$ cat src/rtl/edge_detect_array.sv
// Multi-channel edge detector: synchroniser, debounce, edge pulse,
// sticky W1C status and a masked interrupt.
//
// Ports:
//   clk, rst            clock, async active-high reset
//   sig_in              raw asynchronous channel inputs
//   rise_en, fall_en    per-channel edge-mode enables
//   clr                 write-1-to-clear strobes for status
//   irq_en              per-channel interrupt mask
//   level               accepted (synchronised, debounced) level
//   pulse               one-cycle pulse per enabled accepted edge
//   status              sticky edge flags
//   irq                 OR of (status & irq_en)
module edge_detect_array #(
    parameter int WIDTH       = 8,
    parameter int SYNC_STAGES = 2,
    parameter int DEBOUNCE    = 0
) (
    input  logic             clk,
    input  logic             rst,
    input  logic [WIDTH-1:0] sig_in,
    input  logic [WIDTH-1:0] rise_en,
    input  logic [WIDTH-1:0] fall_en,
    input  logic [WIDTH-1:0] clr,
    input  logic [WIDTH-1:0] irq_en,
    output logic [WIDTH-1:0] level,
    output logic [WIDTH-1:0] pulse,
    output logic [WIDTH-1:0] status,
    output logic             irq
);

    // DEBOUNCE of 0 or 1 both mean "accept on the first differing cycle"
    localparam int DB = (DEBOUNCE > 1) ? DEBOUNCE : 1;
    localparam int CW = (DEBOUNCE > 1) ? $clog2(DEBOUNCE + 1) : 1;
    localparam logic [CW-1:0] TC = CW'(DB - 1);

    logic [WIDTH-1:0] sync_q [SYNC_STAGES];
    logic [WIDTH-1:0] synced;
    logic [CW-1:0]    cnt_q  [WIDTH];
    logic [CW-1:0]    cnt_d  [WIDTH];
    logic [WIDTH-1:0] accept;
    logic [WIDTH-1:0] level_d;
    logic [WIDTH-1:0] pulse_d;
    logic [WIDTH-1:0] status_d;

    always_ff @(posedge clk or posedge rst) begin
        if (rst) begin
            for (int s = 0; s < SYNC_STAGES; s++) begin
                sync_q[s] <= '0;
            end
        end else begin
            sync_q[0] <= sig_in;
            for (int s = 1; s < SYNC_STAGES; s++) begin
                sync_q[s] <= sync_q[s-1];
            end
        end
    end

    assign synced = sync_q[SYNC_STAGES-1];

    // Counter runs only while synced disagrees with the accepted level;
    // reaching terminal count accepts the new level and restarts at 0,
    // so the counter can never wrap.
    always_comb begin
        accept  = '0;
        level_d = level;
        for (int i = 0; i < WIDTH; i++) begin
            cnt_d[i] = '0;
            if (synced[i] != level[i]) begin
                if (cnt_q[i] == TC) begin
                    accept[i]  = 1'b1;
                    level_d[i] = synced[i];
                end else begin
                    cnt_d[i] = cnt_q[i] + 1'b1;
                end
            end
        end
        pulse_d  = accept & ((synced & rise_en) | (~synced & fall_en));
        // a new pulse wins over a simultaneous clear
        status_d = (status & ~clr) | pulse_d;
    end

    always_ff @(posedge clk or posedge rst) begin
        if (rst) begin
            for (int i = 0; i < WIDTH; i++) begin
                cnt_q[i] <= '0;
            end
            level  <= '0;
            pulse  <= '0;
            status <= '0;
        end else begin
            for (int i = 0; i < WIDTH; i++) begin
                cnt_q[i] <= cnt_d[i];
            end
            level  <= level_d;
            pulse  <= pulse_d;
            status <= status_d;
        end
    end

    assign irq = |(status & irq_en);

endmodule
$ cat config.mk
export PLATFORM = sky130hd
export DESIGN_NAME = edge_detect_array
export DESIGN_NICKNAME = d
export VERILOG_FILES = /design/src/rtl/edge_detect_array.sv
export SDC_FILE = /design/constraint.sdc
export NUM_CORES = 1
export LEC_CHECK = 0
export CAP_MARGIN = 20
export CORE_MARGIN = 8
export CORE_UTILIZATION = 38
export DETAILED_ROUTE_END_ITERATION = 7
export HOLD_SLACK_MARGIN = 0.15
export PLACE_DENSITY = 0.77
export SLEW_MARGIN = 20
export SYNTH_ARGS = -nofsm -noshare
export SYNTH_HDL_FRONTEND = slang
export SYNTH_SLANG_ARGS = --single-unit
$ cat constraint.sdc
create_clock -name clk -period 1.4 [get_ports clk]
set_input_delay 0.28 -clock clk [delete_from_list [all_inputs] [get_ports clk]]
set_output_delay 0.28 -clock clk [all_outputs]
set_load 0.05 [all_outputs]
== Yosys cells after proc, flatten, opt, wreduce, memory -nomap -nowiden ==
Index checks and enable logic that the tools add are counted.
Word-level totals
  register bits: 48
  input bits: 42
  output and inout bits: 25
  word-level logic and storage cells: 94
Cells by class
  add/sub/neg operators: 8
  equal/unequal tests: 8
  muxes and demuxes: 32
  bitwise logic cells: 17
  reductions and logical operators: 9
Operators by type and width (number)
  bitwise AND 8 bit: 5
  two-way mux 1 bit: 32
  NOT 8 bit: 2
  OR 8 bit: 2
  AND reduction 2 bit: 8
  adder 1 bit (second input constant): 8
  != test 1 bit: 8
  NOT 1 bit: 8
  OR reduction 8 bit: 1

== Longest topological paths before layout ==
  depth in word-level cells: 5
  gate-level depth with buffers: 2
  depth with buffers taken out: 2

== Least setup slack after synthesis ==
No wires, ideal clock.
  path kind: reg2out
  start point: reg status[4]
  end point: out irq
  arrival time: 1.300 ns
  setup slack: -0.180 ns
  cell stages (with the launch flop): 3
  cell sequence: dfrtp_1 -> a22oi_1 -> nand4_1
Between the ends
  word-level cells in the longest chain between the ends: 2
RTL lines
  from (decl): RTL line 28  | output logic [WIDTH-1:0] status,
  from (signal assigned): RTL line 97  | status <= status_d;
  bitwise AND 8 bit: RTL line 101  | assign irq = |(status & irq_en);
  OR reduction 8 bit: RTL line 101
  to (decl): RTL line 29  | output logic irq
Every way passes these cells.

== Final worst setup path ==
  start point: reg status[6]
  end point: out irq
The elaborated chain is that of the path after synthesis.

==> metrics.txt <==
# TYPE chip_impl_metric gauge
chip_impl_metric{name="clock_sink_count",unit=""} 40
chip_impl_metric{name="critPathMaxFanout",unit=""} 2
chip_impl_metric{name="worstSkewPairLatency",unit="ns"} 0.33
chip_impl_metric{name="drc_errors",unit=""} 0
chip_impl_metric{name="detailedRoute.firstPassIterationCount",unit=""} 3
chip_impl_info{name="critical_path_class",value="flip-flop to output pin"} 1
chip_impl_metric{name="synth-seq-cells",unit=""} 40
chip_impl_metric{name="report.final.slew_viol_count",unit=""} 0
chip_impl_metric{name="pwr_density_cell",unit="nW/µm²"} 1090
chip_impl_info{name="cts_root_buf",value="clkbuf_4"} 1
chip_impl_info{name="violations",value="setup timing"} 1
chip_impl_metric{name="hold_buffers",unit=""} 0
chip_impl_metric{name="die_extent_in_y",unit="µm"} 74.5
chip_impl_metric{name="max_clock_skew",unit="ns"} 0.00746
chip_impl_metric{name="drt-met1-wl",unit="µm"} 1160
chip_impl_metric{name="dieArea",unit="µm²"} 5550
chip_impl_metric{name="post-dp-hpwl",unit="µm"} 2710
chip_impl_metric{name="critical_path_arrival",unit="ns"} 1.31
chip_impl_metric{name="cts_inserted_buffers",unit=""} 5
chip_impl_metric{name="max_root_sink_buffers",unit=""} 2
chip_impl_metric{name="synthDistinctLibCells",unit=""} 9
chip_impl_info{name="unrepaired_setup_endpoints_after_global_routing",value="true"} 1
chip_impl_metric{name="crit_path_max_incr_delay",unit="ns"} 0.43
chip_impl_metric{name="r2r_setup_slack",unit="ns"} 0.53
chip_impl_info{name="end_kind",value="output pin"} 1
chip_impl_info{name="hp-class",value="primary input to async pin"} 1
chip_impl_metric{name="power_leakage",unit="nW"} 1.04
chip_impl_metric{name="worst_slew_pin_slew",unit="ns"} 0.264
chip_impl_info{name="critical_path.slowest_cell",value="dfrtp_2"} 1
chip_impl_metric{name="area.growth.synth_to_final",unit="%"} 83.5
chip_impl_metric{name="first_iter_violations",unit=""} 20
chip_impl_metric{name="setup_ws",unit="ns"} -0.194
chip_impl_metric{name="clkSlewWorstSetupHoldPaths",unit="ns"} 0.11
chip_impl_metric{name="gp_routability_congestion",unit=""} 0.746
chip_impl_metric{name="detailroute.via_count",unit=""} 994
chip_impl_metric{name="hold_viol_final",unit=""} 0
chip_impl_metric{name="buffers_added_on_ports",unit=""} 66
chip_impl_metric{name="post-route-period-util",unit="%"} 114
chip_impl_metric{name="part_of_the_power_in_combinational_logic",unit="%"} 27.7
chip_impl_metric{name="fin_nets",unit=""} 210
chip_impl_metric{name="max_cap_viol_count",unit=""} 0
chip_impl_metric{name="internal_power",unit="mW"} 1.86
chip_impl_metric{name="routed_wirelength",unit="µm"} 3360
chip_impl_metric{name="final_antenna_net_count",unit=""} 0
chip_impl_metric{name="syn-num-nets",unit=""} 136
chip_impl_info{name="cts_tree",value="done"} 1
chip_impl_metric{name="first_global_vias",unit=""} 1153
chip_impl_metric{name="grt_overflow",unit=""} 0
chip_impl_metric{name="ys_seq_area_share",unit="%"} 76.9
chip_impl_metric{name="switching_share",unit="%"} 28.1
chip_impl_metric{name="post-route-min-period",unit="ns"} 1.59
chip_impl_metric{name="grtUsageTotal",unit="%"} 13.1
chip_impl_metric{name="detailroute.wirelength.met3",unit="µm"} 375
chip_impl_metric{name="dp_slack",unit="ns"} -0.215
chip_impl_metric{name="clkPwrFrac",unit="%"} 22.1
chip_impl_metric{name="layout.core_utilization",unit="%"} 72.1
chip_impl_metric{name="grt_first_pass_wirelength",unit="µm"} 5400
chip_impl_metric{name="largest_net_degree_at_the_start_of_global_routing",unit=""} 23
chip_impl_metric{name="initial_utilization",unit="%"} 39.3
chip_impl_metric{name="worst_slew_margin_rel",unit="%"} 82.4
chip_impl_metric{name="antenna_found_initial",unit=""} 0
chip_impl_metric{name="htree_num_levels",unit=""} 2
chip_impl_info{name="timing.critical_path.from_type",value="flip-flop"} 1
chip_impl_metric{name="power.sequential.fraction",unit="%"} 50.2
chip_impl_metric{name="layoutNonFillerInstCount",unit=""} 215
chip_impl_metric{name="detailroute.wirelength.met2",unit="µm"} 1770
chip_impl_info{name="status",value="finished, violations left"} 1
chip_impl_metric{name="irDropWorstVdd",unit="V"} 0.000687
chip_impl_info{name="highest_layer",value="met4"} 1
chip_impl_metric{name="syn-instance-count",unit=""} 94
chip_impl_metric{name="core.rowCount",unit=""} 21
chip_impl_metric{name="power_switching",unit="µW"} 729
chip_impl_metric{name="achievable-frequency",unit="MHz"} 627
chip_impl_metric{name="worst_path_required_time",unit="ns"} 1.12
chip_impl_info{name="crit_chain",value="a22oi_2, nand4_1, buf_6"} 1
chip_impl_metric{name="route.detailed.wl_per_inst",unit="µm"} 15.6
chip_impl_metric{name="n_antenna_cell",unit=""} 0
chip_impl_metric{name="post-layout-total-power",unit="mW"} 2.59
chip_impl_metric{name="floorplan.die.width",unit="µm"} 74.5
chip_impl_metric{name="ratio_of_cells_with_drive_above_1_in_the_final_layout",unit="%"} 30.8
chip_impl_metric{name="setup_violations",unit=""} 1
chip_impl_metric{name="synth.cell_area",unit="µm²"} 1300
chip_impl_metric{name="ios",unit=""} 67
chip_impl_metric{name="vias_per_cell",unit=""} 4.62
chip_impl_metric{name="setup-tns-final",unit="ns"} -0.194
chip_impl_metric{name="synth-warning-count",unit=""} 0
chip_impl_metric{name="placed_cells_incl_taps",unit=""} 200
chip_impl_metric{name="avgSynthCellArea",unit="µm²"} 13.8
chip_impl_metric{name="fp.coreArea",unit="µm²"} 3310
-- cell families (layout without fill, tap and decap cells) --
logic type	count (synthesis)	in the layout	share of synthesized area, %
buffers and inverters	17	92	4.90
AOI/OAI and AO/OA	20	20	10.8
DFF	40	40	76.9
and+or+nand+nor	17	17	7.40
-- layout make-up --
type | instances | area (µm²)
Clock buffer | 8 | 58.8
Fill cell | 232 | 923
Inverter | 9 | 33.8
Multi-Input combinational cell | 37 | 256
Sequential cell | 40 | 1010
Tap cell | 46 | 57.6
Timing Repair Buffer | 75 | 970
-- path summary, 6_finish.rpt --
| kind | start | end | depth (start not counted) |
|---|---|---|---|
| worst max-delay path | status[6]$_DFF_PP0_ | irq | 3 |
| max in group asynchronous | rst | status[6]$_DFF_PP0_ | 3 |
| min in group clk | sync_q[12]$_DFF_PP0_ | synced[4]$_DFF_PP0_ | 0 |
| worst min-delay path | rst | level[5]$_DFFE_PP0P_ | 3 |
| worst min register to register | sync_q[12]$_DFF_PP0_ | synced[4]$_DFF_PP0_ | 0 |
| worst max register to register | status[3]$_DFF_PP0_ | status[3]$_DFF_PP0_ | 3 |
-- critical path, delay by kind of cell (launching register included) --
kind                   cells  cell delay, ns
AOI/OAI and AO/OA          1            0.19
buffers and inverters      1            0.20
DFF                        1            0.43
and+or+nand+nor            1            0.17
-- per-layer routing --
layer / vias to the layer above / track usage [%]
met5: - / 0
met4: 0 / 4.57
met3: 6 / 7.41
met2: 44 / 22.8
met1: 477 / 12.7
li1: 467 / -
-- registers in the layout, summed over array words and instances, names as in the netlist --
| name | count |
|---|---|
| status | 8 |
| level | 8 |
| sync_q | 8 |
| synced | 8 |
| pulse | 8 |
-- what timing repair did --
item / CTS / global route
resized for setup: 5 / 0
hold endpoints to repair: 0 / 0
pin swaps: 1 / 1
buffers inserted: 7 / 0
endpoints found under the setup margin: 1 / 1
-- synthesized netlist by cell type --
cell / number / area share [%]
dfrtp_1: 40 / 77
inv_1: 9 / 2.6
clkbuf_1: 8 / 2.3
nand2_1: 8 / 2.3
nand3b_1: 8 / 4.6
o21ai_0: 8 / 3.1
o221ai_1: 8 / 5.4
a22oi_1: 4 / 2.3
nand4_1: 1 / 0.48
-- through the flow --
stage	hold WS [ns]	cell area (µm²)
4_1_cts	0.268	2390
3_5_place_dp	0.336	2250
2_1_floorplan	0.311	1310
3_3_place_gp	0.332	2250
5_1_grt	0.296	2390
6_report	0.278	2390
-- cell usage in the layout, fill, tap and decap left out --
master            n
a22oi_2           4
buf_12           24
buf_4             9
buf_6             1
clkbuf_1          2
clkbuf_4          5
clkbuf_8          1
clkdlybuf4s50_1  41
dfrtp_1          32
dfrtp_2           8
inv_1             9
nand2_1           8
nand3b_1          8
nand4_1           1
o21ai_0           8
o221ai_1          8
-- power groups by stage --
stage | Clock [mW] | Sequential, mW | Combinational [mW]
finish | 0.573 | 1.30 | 0.719
floorplan | 0 | 1.49 | 0.0958
global placement | 0 | 1.33 | 0.648
detailed placement | 0 | 1.34 | 0.659
global route | 0.644 | 1.31 | 0.755
CTS | 0.600 | 1.30 | 0.726
Power figures use the tool's default switching activity.
==> variant 1 (config.mk and constraints unchanged) <==
The output `pulse` loses its register stage (`pulse` becomes a continuous assignment). Comments in the files are not updated.
--- a/src/rtl/edge_detect_array.sv
+++ b/src/rtl/edge_detect_array.sv
@@ -88,3 +88,2 @@
             level  <= '0;
-            pulse  <= '0;
             status <= '0;
@@ -95,3 +94,2 @@
             level  <= level_d;
-            pulse  <= pulse_d;
             status <= status_d;
@@ -100,2 +98,4 @@
 
+    assign pulse = pulse_d;
+
     assign irq = |(status & irq_en);
Formal check against the unedited RTL: not equivalent (Yosys sat finds a counterexample within 4 cycles, from zero or initial values and one cycle with rst high).
==> variant 1 against the original RTL <==
The flow still finishes with violations (negative setup slack). Total power decreased by 9.1%. Sequential cell count shrank 8. Hold slack lost 0.011 ns. Clock skew about the same. Cell area shrank 3.0%. Synthesized area down 15%. Worst setup slack improved by 0.073 ns. Sequential power fell by 19%. Critical path depth is the same. Wire length increased by 1.3%. Combinational power increased by 5.1%. Clock power shrank 3%.
==> variant 1: results (changes against the original RTL) <==
<table>
<tr><th>Metric</th><th>Value</th></tr>
<tr><th colspan="2">Yosys</th></tr>
<tr><td>Top cells by count, synth</td><td>sky130_fd_sc_hd__dfrtp_1, sky130_fd_sc_hd__inv_1 (unchanged)</td></tr>
<tr><td>Synthesized netlist net count</td><td>128 (was 136)</td></tr>
<tr><td>Post-synthesis compound-gate area fraction</td><td>12.7% (was 10.8%)</td></tr>
<tr><td>Average cell area after synthesis</td><td>12.8 µm² (was 13.8 µm²)</td></tr>
<tr><th colspan="2">Status</th></tr>
<tr><td>Violated checks</td><td>negative setup slack (unchanged)</td></tr>
<tr><td>Run status</td><td>complete, but fails checks (unchanged)</td></tr>
<tr><th colspan="2">Power</th></tr>
<tr><td>Static leakage</td><td>1.01 nW (was 1.04 nW)</td></tr>
<tr><td>Maximum ir drop on the vdd rail</td><td>1.10 mV (was 0.687 mV)</td></tr>
<tr><th colspan="2">Critical path</th></tr>
<tr><td>Arrival time worst endpoint</td><td>1.24 ns (was 1.31 ns)</td></tr>
<tr><td>Critical path peak fanout</td><td>3 (was 2)</td></tr>
<tr><td>Cell at the slowest stage of the critical path</td><td>sky130_fd_sc_hd__dfrtp_1 (was sky130_fd_sc_hd__dfrtp_2)</td></tr>
<tr><td>Beginning of the worst register-to-register path</td><td>level[3]$_DFFE_PP0P_ (was status[3]$_DFF_PP0_)</td></tr>
<tr><th colspan="2">Placed design</th></tr>
<tr><td>Placement-stage cell area</td><td>0.00210 mm² (was 0.00225 mm²)</td></tr>
<tr><td>Post-placement setup slack</td><td>-0.153 ns (was -0.215 ns)</td></tr>
<tr><th colspan="2">Drt</th></tr>
<tr><td>Number of search-and-repair iterations in the first detailed-routing pass</td><td>2 (was 3)</td></tr>
<tr><th colspan="2">Finish</th></tr>
<tr><td>Sequential cells</td><td>32 (was 40)</td></tr>
<tr><td>Register cell area after layout</td><td>821 µm² (was 0.00101 mm²)</td></tr>
<tr><td>Fraction of the core area covered by cells at the end of the flow</td><td>84.0% (was 72.1%)</td></tr>
<tr><td>Share of layout cells above drive strength 1</td><td>47.1% (was 30.8%)</td></tr>
<tr><td>Non-clock buffer share of cell area</td><td>46.6% (was 40.6%)</td></tr>
<tr><td>Clk cell area share</td><td>2.65% (was 2.46%)</td></tr>
<tr><td>Number of clock-tree buffers in the layout</td><td>6 (was 8)</td></tr>
<tr><th colspan="2">Clocking</th></tr>
<tr><td>Post CTS Setup Buffer Count</td><td>9 (was 7)</td></tr>
<tr><th colspan="2">STA</th></tr>
<tr><td>Number of setup violations in the final report</td><td>9 (was 1)</td></tr>
<tr><td>Final worst slack</td><td>-0.121 ns (was -0.194 ns)</td></tr>
<tr><td>Setup clock skew after layout</td><td>0.00748 ns (was 0.00746 ns)</td></tr>
</table>
==> variant 1: cell count changes after synthesis, sizes merged <==
cell / change
dfrtp: -8
==> variant 1: worst min-delay path by stage <==
stage               slack (ns)                  from              endpoint  cells after the start
CTS                       0.27                   rst   synced[1]$_DFF_PP0_                      3
global placement          0.33  sync_q[11]$_DFF_PP0_   synced[3]$_DFF_PP0_                      0
floorplan                 0.31             sig_in[2]  sync_q[10]$_DFF_PP0_                      0
detailed placement        0.33  sync_q[15]$_DFF_PP0_   synced[7]$_DFF_PP0_                      0
global route              0.27                   rst  level[1]$_DFFE_PP0P_                      3
finish                    0.27                   rst   synced[1]$_DFF_PP0_                      3
==> variant 1: cells by family after synthesis <==
| family | Yosys count |
|---|---|
| AND/OR/NAND/NOR | 17 |
| buffers and inverters | 17 |
| flip-flops | 32 |
| AO/OA/AOI/OAI | 20 |
==> variant 1: power by group through the flow <==
stage / clock network (mW) / registers [mW] / logic (mW)
finish: 0.554 / 1.05 / 0.756
global route: 0.621 / 1.05 / 0.793
CTS: 0.569 / 1.05 / 0.731
detailed placement: 0 / 1.08 / 0.681
global placement: 0 / 1.07 / 0.670
floorplan: 0 / 1.18 / 0.161
==> variant 1: worst register-to-register path, cell delays in order (launching register included) <==
cell                       delay, ns
sky130_fd_sc_hd__dfrtp_2        0.46
sky130_fd_sc_hd__nand3b_1       0.15
sky130_fd_sc_hd__buf_4          0.13
sky130_fd_sc_hd__buf_4          0.09
sky130_fd_sc_hd__o221ai_1       0.10
==> variant 1: per-layer routing <==
metal  GRT usage, %  vias up  routed length, µm
met3           9.16        6                324
met5              0        -                  0
met4           4.69        0                 44
met2           22.2       43               1750
met1           13.1      492               1280
li1               -      471                  -
==> variant 2 (same settings) <==
Without the edit above. The parameter `WIDTH` goes from 8 to 4.
--- a/src/rtl/edge_detect_array.sv
+++ b/src/rtl/edge_detect_array.sv
@@ -14,3 +14,3 @@
 module edge_detect_array #(
-    parameter int WIDTH       = 8,
+    parameter int WIDTH       = 4,
     parameter int SYNC_STAGES = 2,
Interface: changed (8 resized); port bits go from 67 to 35. No check against the original RTL was run, so the function may have changed too.
==> variant 2 against the original RTL <==
Via count shrank 49%. Largest power group unchanged. Wire length down 55%. Worst setup slack better by 0.20 ns. Total power is 48% lower. Largest cell class is now buffers. Cell area down 49%. First-iteration DRC count shrank 100%. Critical path type unchanged. Synthesized area decreased by 50%. Sequential cell count decreased by 20. Sequential power decreased by 50%. Clock power down 44%.
==> variant 2: results (changes against the original RTL) <==
<table>
<tr><th>Metric</th><th>Value</th></tr>
<tr><th colspan="2">Status</th></tr>
<tr><td>Run status</td><td>finished clean (was complete, but fails checks)</td></tr>
<tr><th colspan="2">Yosys</th></tr>
<tr><td>Synthesized netlist net count</td><td>70 (was 136)</td></tr>
<tr><td>Post-synth cell types</td><td>8 (was 9)</td></tr>
<tr><td>Top cells by count, synth</td><td>sky130_fd_sc_hd__dfrtp_1, sky130_fd_sc_hd__inv_1, sky130_fd_sc_hd__nand2_1 (was sky130_fd_sc_hd__dfrtp_1, sky130_fd_sc_hd__inv_1)</td></tr>
<tr><th colspan="2">Clocking</th></tr>
<tr><td>Clk Latency, worst-skew pair</td><td>0.29 ns (was 0.33 ns)</td></tr>
<tr><td>Number of clock buffers inserted by TritonCTS</td><td>3 (was 5)</td></tr>
<tr><th colspan="2">Global route</th></tr>
<tr><td>Overall routing resource usage</td><td>9.90% (was 13.1%)</td></tr>
<tr><td>Number of global-route vias before repair</td><td>590 (was 1153)</td></tr>
<tr><td>Maximum number of pins on one net before global-route repair</td><td>21 (was 23)</td></tr>
<tr><th colspan="2">Finish</th></tr>
<tr><td>Share of layout cells above drive strength 1</td><td>28.7% (was 30.8%)</td></tr>
<tr><td>Layout net count</td><td>110 (was 210)</td></tr>
<tr><th colspan="2">Placed design</th></tr>
<tr><td>Post-placement setup slack</td><td>-0.0583 ns (was -0.215 ns)</td></tr>
<tr><td>Placement-stage cell area</td><td>0.00114 mm² (was 0.00225 mm²)</td></tr>
<tr><td>Placer's final routability congestion estimate</td><td>0.634 (was 0.746)</td></tr>
<tr><td>Count of buffers inserted at the top-level ports</td><td>34 (was 66)</td></tr>
<tr><td>Half-perimeter wire length after detailed placement</td><td>1240 µm (was 2710 µm)</td></tr>
<tr><th colspan="2">Critical path</th></tr>
<tr><td>Cell at the slowest stage of the critical path</td><td>sky130_fd_sc_hd__dfrtp_1 (was sky130_fd_sc_hd__dfrtp_2)</td></tr>
<tr><td>Largest incremental delay on the critical path</td><td>0.41 ns (was 0.43 ns)</td></tr>
<tr><td>Arrival time worst endpoint</td><td>1.12 ns (was 1.31 ns)</td></tr>
<tr><th colspan="2">Power</th></tr>
<tr><td>Psw</td><td>0.373 mW (was 0.729 mW)</td></tr>
<tr><td>Static leakage</td><td>0.549 nW (was 1.04 nW)</td></tr>
<tr><td>Maximum ir drop on the vdd rail</td><td>0.773 mV (was 0.687 mV)</td></tr>
<tr><th colspan="2">Drt</th></tr>
<tr><td>Number of search-and-repair iterations in the first detailed-routing pass</td><td>1 (was 3)</td></tr>
<tr><td>Post-detailed-route via-to-cell ratio</td><td>4.86 (was 4.62)</td></tr>
<tr><td>DRC violation total after the first TritonRoute iteration</td><td>0 (was 20)</td></tr>
<tr><td>Met2 Routed Length</td><td>838 µm (was 1770 µm)</td></tr>
<tr><td>Routed WL</td><td>1490 µm (was 3360 µm)</td></tr>
<tr><th colspan="2">STA</th></tr>
<tr><td>Setup clock skew after layout</td><td>0.00518 ns (was 0.00746 ns)</td></tr>
</table>
==> variant 2: cell count changes after synthesis, sizes merged <==
cell	unedited run	this run
a22oi	4	2
clkbuf	8	4
dfrtp	40	20
inv	9	5
nand2	8	5
nand3b	8	4
nand4	1	0
o21ai	8	4
o221ai	8	4
==> variant 2: power by group through the flow <==
| stage | sequential, mW | combinational (mW) | clock [mW] |
|---|---|---|---|
| floorplan | 0.741 | 0.0607 | 0 |
| global placement | 0.664 | 0.351 | 0 |
| detailed placement | 0.666 | 0.358 | 0 |
| CTS | 0.646 | 0.390 | 0.339 |
| global route | 0.651 | 0.404 | 0.361 |
| finish | 0.646 | 0.385 | 0.321 |
==> variant 2: final cells by class <==
cell class | count | area [µm²]
Timing Repair Buffer | 39 | 505
Clock buffer | 4 | 36.3
Inverter | 5 | 18.8
Tap cell | 17 | 21.3
Sequential cell | 20 | 500
Fill cell | 128 | 457
Multi-Input combinational cell | 19 | 131
==> variant 2: cells by family (layout without fill, tap and decap cells) <==
| group | Yosys count | after routing | synth area share, % |
|---|---|---|---|
| flops | 20 | 20 | 76.6 |
| compound gates | 10 | 10 | 10.7 |
| simple gates | 9 | 9 | 7.47 |
| buf+inv | 9 | 48 | 5.17 |
==> variant 2: layer usage <==
| layer | vias up | track usage, % |
|---|---|---|
| li1 | 238 | - |
| met1 | 243 | 8.45 |
| met2 | 22 | 18.2 |
| met3 | 2 | 4.93 |
| met4 | 0 | 5.36 |
| met5 | - | 0 |
==> variant 2: worst reg2reg max path, delay by kind of cell, from the launching register on <==
| family | cells | cell delay [ns] |
|---|---|---|
| AOI/OAI and AO/OA | 1 | 0.13 |
| buffers and inverters | 2 | 0.20 |
| DFF | 1 | 0.41 |
==> variant 2: what timing repair did <==
item	CTS	global route
pin swaps	2	0
endpoints found under the hold margin	0	0
buffers inserted	4	0
gates resized for setup	4	0
hold buffers	0	0
setup endpoints to repair	1	1
==> variant 2: worst paths after layout <==
| path | start | end | slack [ns] | cells past startpoint |
|---|---|---|---|---|
| max in group asynchronous | rst | status[0]$_DFF_PP0_ | 0.91 | 3 |
| hold reg to reg | sync_q[6]$_DFF_PP0_ | synced[2]$_DFF_PP0_ | 0.35 | 0 |
| setup / recovery | status[3]$_DFF_PP0_ | irq | 0.004 | 3 |
| setup reg to reg | status[1]$_DFF_PP0_ | status[1]$_DFF_PP0_ | 0.54 | 3 |
| hold / removal | rst | synced[3]$_DFF_PP0_ | 0.29 | 3 |
| min in group clk | sync_q[6]$_DFF_PP0_ | synced[2]$_DFF_PP0_ | 0.35 | 0 |
==> variant 2: stage by stage <==
stage	instances	util [%]
after detailed placement	96	68.2
after global routing	104	72.7
final	104	72.7
after CTS	104	72.7
after global placement	96	68.2
after floorplan	48	-
